[src/rtl/kbd_pkg.sv]
// Shared types and constants for the keypad debounce / interrupt path.
package kbd_pkg;

  typedef enum logic [1:0] {
    IDLE         = 2'd0,
    PRESS_WAIT   = 2'd1,
    HELD         = 2'd2,
    RELEASE_WAIT = 2'd3
  } key_db_state_t;

  localparam logic [3:0] KEY_NONE = 4'hF;

  // 10 ms at the 500 kHz scan clock
  localparam int DB_CYCLES_DFLT  = 5000;
  localparam int REL_CYCLES_DFLT = 5000;

endpackage

[src/rtl/key_evt_reg.sv]
// Holds the last accepted key event and the valid/ack/overrun handshake
// towards the CPU; emits a one-cycle interrupt per accepted press.
module key_evt_reg
  import kbd_pkg::*;
(
  input  logic       clk_i,
  input  logic       rst_ni,
  input  logic       accept_i,
  input  logic [3:0] cand_i,
  input  logic       ack_i,
  output logic [3:0] key_code_o,
  output logic       key_valid_o,
  output logic       key_intr_o,
  output logic       overrun_o
);

  logic [3:0] code_q,  code_d;
  logic       valid_q, valid_d;
  logic       intr_q,  intr_d;
  logic       ovr_q,   ovr_d;

  always_comb begin
    code_d  = code_q;
    valid_d = valid_q;
    intr_d  = 1'b0;
    ovr_d   = ovr_q;
    if (accept_i) begin
      code_d  = cand_i;
      valid_d = 1'b1;
      intr_d  = 1'b1;
      // A coincident ack consumes the old event, so nothing was lost.
      if (ack_i)        ovr_d = 1'b0;
      else if (valid_q) ovr_d = 1'b1;
    end else if (ack_i && valid_q) begin
      valid_d = 1'b0;
      ovr_d   = 1'b0;
    end
  end

  always_ff @(posedge clk_i or negedge rst_ni) begin
    if (!rst_ni) begin
      code_q  <= KEY_NONE;
      valid_q <= 1'b0;
      intr_q  <= 1'b0;
      ovr_q   <= 1'b0;
    end else begin
      code_q  <= code_d;
      valid_q <= valid_d;
      intr_q  <= intr_d;
      ovr_q   <= ovr_d;
    end
  end

  assign key_code_o  = code_q;
  assign key_valid_o = valid_q;
  assign key_intr_o  = intr_q;
  assign overrun_o   = ovr_q;

endmodule

[src/rtl/key_debounce_intr.sv]
// Debounces the keypad scanner's raw code into one event per physical press,
// with release debouncing so bounce on key-up never re-triggers.
module key_debounce_intr
  import kbd_pkg::*;
#(
  parameter int DB_CYCLES  = DB_CYCLES_DFLT,
  parameter int REL_CYCLES = REL_CYCLES_DFLT
) (
  input  logic       CLK_500KHz,
  input  logic       RST_N,
  input  logic [3:0] BUTTON_PRESS,
  input  logic       REG_LD,
  input  logic       KEY_ACK,
  output logic [3:0] KEY_CODE,
  output logic       KEY_VALID,
  output logic       KEY_INTR,
  output logic       OVERRUN
);

  localparam int CNT_MAX = (DB_CYCLES > REL_CYCLES) ? DB_CYCLES : REL_CYCLES;
  localparam int CNT_W   = $clog2(CNT_MAX + 1);

  localparam logic [CNT_W-1:0] DB_LAST  = CNT_W'(DB_CYCLES - 1);
  localparam logic [CNT_W-1:0] REL_LAST = CNT_W'(REL_CYCLES - 1);
  localparam logic [CNT_W-1:0] CNT_ONE  = CNT_W'(1);
  localparam logic [CNT_W-1:0] CNT_ZERO = '0;

  key_db_state_t    state_q, state_d;
  logic [CNT_W-1:0] cnt_q,   cnt_d;
  logic [3:0]       cand_q,  cand_d;
  logic             accept;
  logic             is_none;

  assign is_none = (BUTTON_PRESS == KEY_NONE);

  // Every path clears or restarts the counter before it reaches its limit,
  // so it never needs explicit saturation.
  always_comb begin
    state_d = state_q;
    cnt_d   = cnt_q;
    cand_d  = cand_q;
    accept  = 1'b0;
    if (REG_LD) begin
      unique case (state_q)
        IDLE: begin
          if (!is_none) begin
            cand_d  = BUTTON_PRESS;
            cnt_d   = CNT_ONE;
            state_d = PRESS_WAIT;
          end
        end
        PRESS_WAIT: begin
          if (is_none) begin
            state_d = IDLE;
            cnt_d   = CNT_ZERO;
          end else if (BUTTON_PRESS == cand_q) begin
            if (cnt_q == DB_LAST) begin
              accept  = 1'b1;
              state_d = HELD;
              cnt_d   = CNT_ZERO;
            end else begin
              cnt_d = cnt_q + CNT_ONE;
            end
          end else begin
            cand_d = BUTTON_PRESS;
            cnt_d  = CNT_ONE;
          end
        end
        HELD: begin
          // No auto-repeat: a code change while held is ignored.
          if (is_none) begin
            state_d = RELEASE_WAIT;
            cnt_d   = CNT_ONE;
          end
        end
        RELEASE_WAIT: begin
          if (is_none) begin
            if (cnt_q == REL_LAST) begin
              state_d = IDLE;
              cnt_d   = CNT_ZERO;
            end else begin
              cnt_d = cnt_q + CNT_ONE;
            end
          end else begin
            state_d = HELD;
            cnt_d   = CNT_ZERO;
          end
        end
        default: begin
          state_d = IDLE;
          cnt_d   = CNT_ZERO;
        end
      endcase
    end
  end

  always_ff @(posedge CLK_500KHz or negedge RST_N) begin
    if (!RST_N) begin
      state_q <= IDLE;
      cnt_q   <= CNT_ZERO;
      cand_q  <= KEY_NONE;
    end else begin
      state_q <= state_d;
      cnt_q   <= cnt_d;
      cand_q  <= cand_d;
    end
  end

  key_evt_reg u_evt (
    .clk_i       (CLK_500KHz),
    .rst_ni      (RST_N),
    .accept_i    (accept),
    .cand_i      (cand_q),
    .ack_i       (KEY_ACK),
    .key_code_o  (KEY_CODE),
    .key_valid_o (KEY_VALID),
    .key_intr_o  (KEY_INTR),
    .overrun_o   (OVERRUN)
  );

endmodule

[config.mk]
export PLATFORM = sky130hd
export DESIGN_NAME = key_debounce_intr
export DESIGN_NICKNAME = d
export VERILOG_FILES = /design/src/rtl/kbd_pkg.sv /design/src/rtl/key_evt_reg.sv /design/src/rtl/key_debounce_intr.sv
export SDC_FILE = /design/constraint.sdc
export NUM_CORES = 1
export LEC_CHECK = 0
export CAP_MARGIN = 40
export CORE_MARGIN = 2
export CORE_UTILIZATION = 56
export DETAILED_ROUTE_END_ITERATION = 10
export MAX_ROUTING_LAYER = met4
export PLACE_DENSITY_LB_ADDON = 0.1
export REMOVE_ABC_BUFFERS = 1
export SLEW_MARGIN = 20
export SYNTH_ARGS = -nofsm -noshare
export SYNTH_HDL_FRONTEND = slang
export SYNTH_HIERARCHICAL = 1
export SYNTH_SLANG_ARGS = --single-unit
export TNS_END_PERCENT = 50
[constraint.sdc]
create_clock -name CLK_500KHz -period 2.4 [get_ports CLK_500KHz]
set_input_delay 0.48 -clock CLK_500KHz [delete_from_list [all_inputs] [get_ports CLK_500KHz]]
set_output_delay 0.48 -clock CLK_500KHz [all_outputs]
set_load 0.1 [all_outputs]
# After elaboration in Yosys (flattened, before gate mapping)
# Index checks and enable logic that the tools add are counted.
[totals] reg_bits=26 inputBits=8 output_inout_bits=7 word_cells=60
[classes] addsub=1 n_eq_ne=14 muxes=30 reduce_logical=8
[ops] cell="$mux W13" n=6
[ops] cell="$pmux W13 S4" n=1
[ops] cell="$mux W2" n=7
[ops] cell="$add A13 B1 Y13 const B" n=1
[ops] cell="$eq A13 B13 Y1 const B" n=1
[ops] cell="$mux W4" n=3
[ops] cell="$mux W1" n=11
[ops] cell="$ne A3 B3 Y1 const B" n=3
[ops] cell="$ne A2 B2 Y1 const B" n=4
[ops] cell="$pmux W2 S4" n=1
[ops] cell="$pmux W4 S2" n=1
[ops] cell="$reduce_and A6 Y1" n=1
[ops] cell="$reduce_and A5 Y1" n=1
[ops] cell="$eq A2 B2 Y1 const B" n=2
[ops] cell="$eq A4 B4 Y1" n=1
[ops] cell="$eq A4 B4 Y1 const B" n=1
[ops] cell="$reduce_bool A2 Y1" n=2
[ops] cell="$ne A3 B2 Y1 const B" n=1
[ops] cell="$reduce_and A3 Y1" n=1
[ops] cell="$eq A2 B1 Y1 const B" n=1
[ops] cell="$logic_not A2 Y1" n=1
[ops] cell="$reduce_and A2 Y1" n=1
[ops] cell="$logic_and A1 B1 Y1" n=1

# Depth between registers and ports, before layout
[logic_depth] depth_word=8 ltp_mapped=7 mapped_depth_nobuf=6

# By module
# The synthesis kept the hierarchy.
[modules_own_cells] mod="key_debounce_intr" n_inst=1 cells_each=122 area_per_inst_um2=1214.9 seq_area_each_um2=480.5
[modules_own_cells] mod="key_evt_reg" n_inst=1 cells_each=17 area_per_inst_um2=281.5 seq_area_each_um2=180.2

# Least setup slack after synthesis
# Ideal clock, no wire load.
[synth_timing] kind="reg2reg" start="register cnt_q[6]" end="register u_evt.code_q[0], in the netlist u_evt/key_code_o[0]" arrival_time_ns=1.793 path_slack_ns=0.525 path_stages_with_launch=6 synth_period_minus_slack_ns=1.875 path_cell_list="dfrtp_1 -> nor4bb_1 -> nand3_1 -> nor4_1 -> buf_6 -> mux2_4"
[synth_between] elab_chain_len=6
[synth_rtl] item="start: declaration" line_no="key_debounce_intr.sv:29" source="logic [CNT_W-1:0] cnt_q, cnt_d;"
[synth_rtl] item="start signal: assignment" line_no="key_debounce_intr.sv:104" source="cnt_q <= cnt_d;"
[synth_rtl] item="$eq A13 B13 Y1" line_no="key_debounce_intr.sv:57" source="if (cnt_q == DB_LAST) begin"
[synth_rtl] item="$mux W1" line_no="key_debounce_intr.sv:57"
[synth_rtl] item="$mux W1" line_no="key_debounce_intr.sv:56" source="end else if (BUTTON_PRESS == cand_q) begin"
[synth_rtl] item="$mux W1" line_no="key_debounce_intr.sv:53" source="if (is_none) begin"
[synth_rtl] item="$mux W1" line_no="key_debounce_intr.sv:44" source="unique case (state_q)"
[synth_rtl] item="$mux W1" line_no="key_debounce_intr.sv:43" source="if (REG_LD) begin"
[synth_rtl] item="via accept" line_no="key_debounce_intr.sv:31" source="logic accept;"
[synth_rtl] item="end signal: assignment" line_no="key_evt_reg.sv:47" source="code_q <= code_d;"
[synth_rtl] item="end: declaration" line_no="key_evt_reg.sv:17" source="logic [3:0] code_q, code_d;"
# The timed path passes the listed nets, and every way through them passes these cells.
# A chain may end at the register's enable or synchronous reset.

# Worst setup path in the final report
[layout_timing] start="register cnt_q[6]" end="register u_evt.code_q[1], in the netlist u_evt/key_code_o[1]"
# Same word-level chain as after synthesis.

==> results.cfg <==
[die]
pin_count = 15
core.rowCount = 18
die_x_um = 55.7
initial_utilization = 0.599
coreArea_mm2 = 0.00250
die_y_um = 55.7
dieArea_mm2 = 0.00310

[logic_synthesis]
ys_ff_latch = 26
avgSynthCellArea_um2 = 10.8
yosysWarnings = 6
synth_cells = 139
synthArstFlopShare = 1.00
synth_area_mm2 = 0.00150
ys.flop_type = dfrtp_1
synth_edf_count = 0
yosysSeqAreaShare = 0.441
yosys.cell_types.count = 43

[final_layout]
final_util = 0.675
diodes = 0
nets = 166
layout_commonest_cell = dfrtp_1
drive_gt1_frac = 0.321
final_cell_mix = 18 x dfrtp_1, 17 x nand2_1, 12 x buf_4
area_growth_pct = 12.7

[detailed_routing]
wire_per_inst_um = 16.4
drc = 0
wl_um = 3060
drt_iter0_markers = 29
viasPerCell = 6.22
routed-via-count = 1156
dr.pass1.iters = 4
ant_nets = 0

[clocking]
ctsResizeCount = 0
cts_hold_buf = 0
root_buffer = clkbuf_4
cts.sinks = 26
cts_tree = done
clk-insertion-delay-late_ns = 0.32
clkSlewWorstSetupHoldPaths_ns = 0.15
cts_buffers = 3
cts_buffer_depth = 2
htreeDepth = 1
cts_setup_buffers = 0

[pwr]
switching_share = 0.332
power_frac_clock = 0.197
peakVddDrop_mv = 0.576
p_int_w = 0.000759
power.density_mw_per_mm2 = 674
p_switching_w = 0.000378
totalPowerFinal_w = 0.00114
p_leak_nw = 0.661
seq_power_share = 0.507
combPwrFrac = 0.296

[sta]
finalMaxSlewViolations = 0
fin_worst_skew_ns = 0.00521
fin_tns_setup_ns = 0
tightest_slew_ns = 0.359
max_freq_mhz = 469
whs_ns = 0.497
relSlewSlack = 0.758
setup_viol = 0
layout_min_cycle_time_ns = 2.13
rsz0062_at_grt = no
fin_crit_sh = 0.888
hold_viol_final = 0

[critical_path]
setup.worst_path.start_class = flip-flop
endpoint_kind = flip-flop
critPathKind = flip-flop to flip-flop
path_max_fanout = 8
critical_path_arrival_ns = 2.39
critical_path_required_ns = 2.66

[placed_design]
portBuffers = 14
gp_congestion = 0.840
hpwlAfterDp_um = 2270

[global_routing]
grt_max_degree = 27
grt_pass1_vias = 1169
grt_use_total = 0.219
grt_overflow_total = 0
antenna_found_initial = 0
grt_pass1_wl_um = 5240

[hold_path]
hold_path.class = flip-flop to flip-flop

[flow_run]
max-cap-violations = 0

[outcome]
status = completed
-- path summary, 6_finish.rpt --
check                                      endpoint  startpoint  slack (ns)  cells past startpoint
worst max register to register  u_evt/key_code_o[1]    cnt_q[6]        0.27                      5
max in group asynchronous       u_evt/key_code_o[2]       RST_N        1.58                      2
worst max-delay path            u_evt/key_code_o[1]    cnt_q[6]        0.27                      5
worst min register to register            cnt_q[12]   cnt_q[12]        0.50                      1
min in group asynchronous                  cnt_q[9]       RST_N        0.51                      2
worst min-delay path                      cnt_q[12]   cnt_q[12]        0.50                      1
-- cell families (layout without fill, tap and decap cells) --
group,after synthesis,count (layout),share of synthesized area
simple gates,58,58,0.227
compound gates,27,27,0.163
flops,26,26,0.441
buf+inv,12,29,0.0485
mux,9,9,0.0769
xor+xnor,6,6,0.0351
fa+ha+maj,1,1,0.00836
-- layout make-up --
cell class | count | area (um2)
Tap cell | 30 | 37.5
Inverter | 6 | 22.5
Fill cell | 184 | 813
Clock buffer | 4 | 36.3
Timing Repair Buffer | 19 | 160
Multi-Input combinational cell | 101 | 769
Sequential cell | 26 | 661
-- registers in the layout, summed over array words and instances, names as in the netlist, named ones only --
signal / cells
u_evt/key_code_o: 4
state_q: 1
u_evt/key_intr_o: 1
cand_q: 4
cnt_q: 13
u_evt/overrun_o: 1
u_evt/key_valid_o: 1
-- cell usage after synthesis (2+ instances only) --
master	instances	area share
nor4_1	2	0.0084
a21oi_1	4	0.013
dfrtp_1	18	0.30
o311ai_2	6	0.065
or2_4	2	0.012
nand2_1	17	0.043
nand3_1	7	0.023
nor2_1	5	0.013
nand4b_1	2	0.012
mux2_4	4	0.040
dfstp_2	8	0.14
mux2_2	4	0.030
and4_1	4	0.023
a31oi_1	2	0.0084
xnor2_1	6	0.035
buf_6	3	0.023
nand4_1	10	0.042
inv_1	6	0.015
o21ai_0	5	0.017
-- layer usage --
| layer | GRT usage | vias up | share of wire |
|---|---|---|---|
| met1 | 0.255 | 562 | 0.41 |
| met2 | 0.361 | 32 | 0.53 |
| li1 | - | 554 | - |
| met5 | - | - | 0 |
| met3 | 0.0326 | 8 | 0.040 |
| met4 | 0.122 | 0 | 0.024 |
-- power groups by stage --
stage	clock (W)	combinational [W]	sequential, W
6_report	0.000224	0.000337	0.000576
5_1_grt	0.000242	0.000377	0.000585
4_1_cts	0.000229	0.000342	0.000577
3_5_place_dp	0	0.000342	0.000585
3_3_place_gp	0	0.000325	0.000582
2_1_floorplan	0	0.000215	0.000592
-- critical path, cell delays in order (launching register included) --
cell and delay [ns]:
dfrtp_1 0.49, nor4bb_1 0.41, nand3_1 0.32, nor4_2 0.34
buf_4 0.21, mux2_4 0.31
-- per-stage QoR --
step           worst slack, ns  cell area [um2]  std cells
2_1_floorplan         -0.00594             1450        133
3_3_place_gp             0.122             1650        182
3_5_place_dp            0.0585             1650        182
4_1_cts                  0.295             1690        186
5_1_grt                  0.182             1690        186
6_report                 0.268             1690        186
No activity file was read; power rests on OpenSTA's default activity.
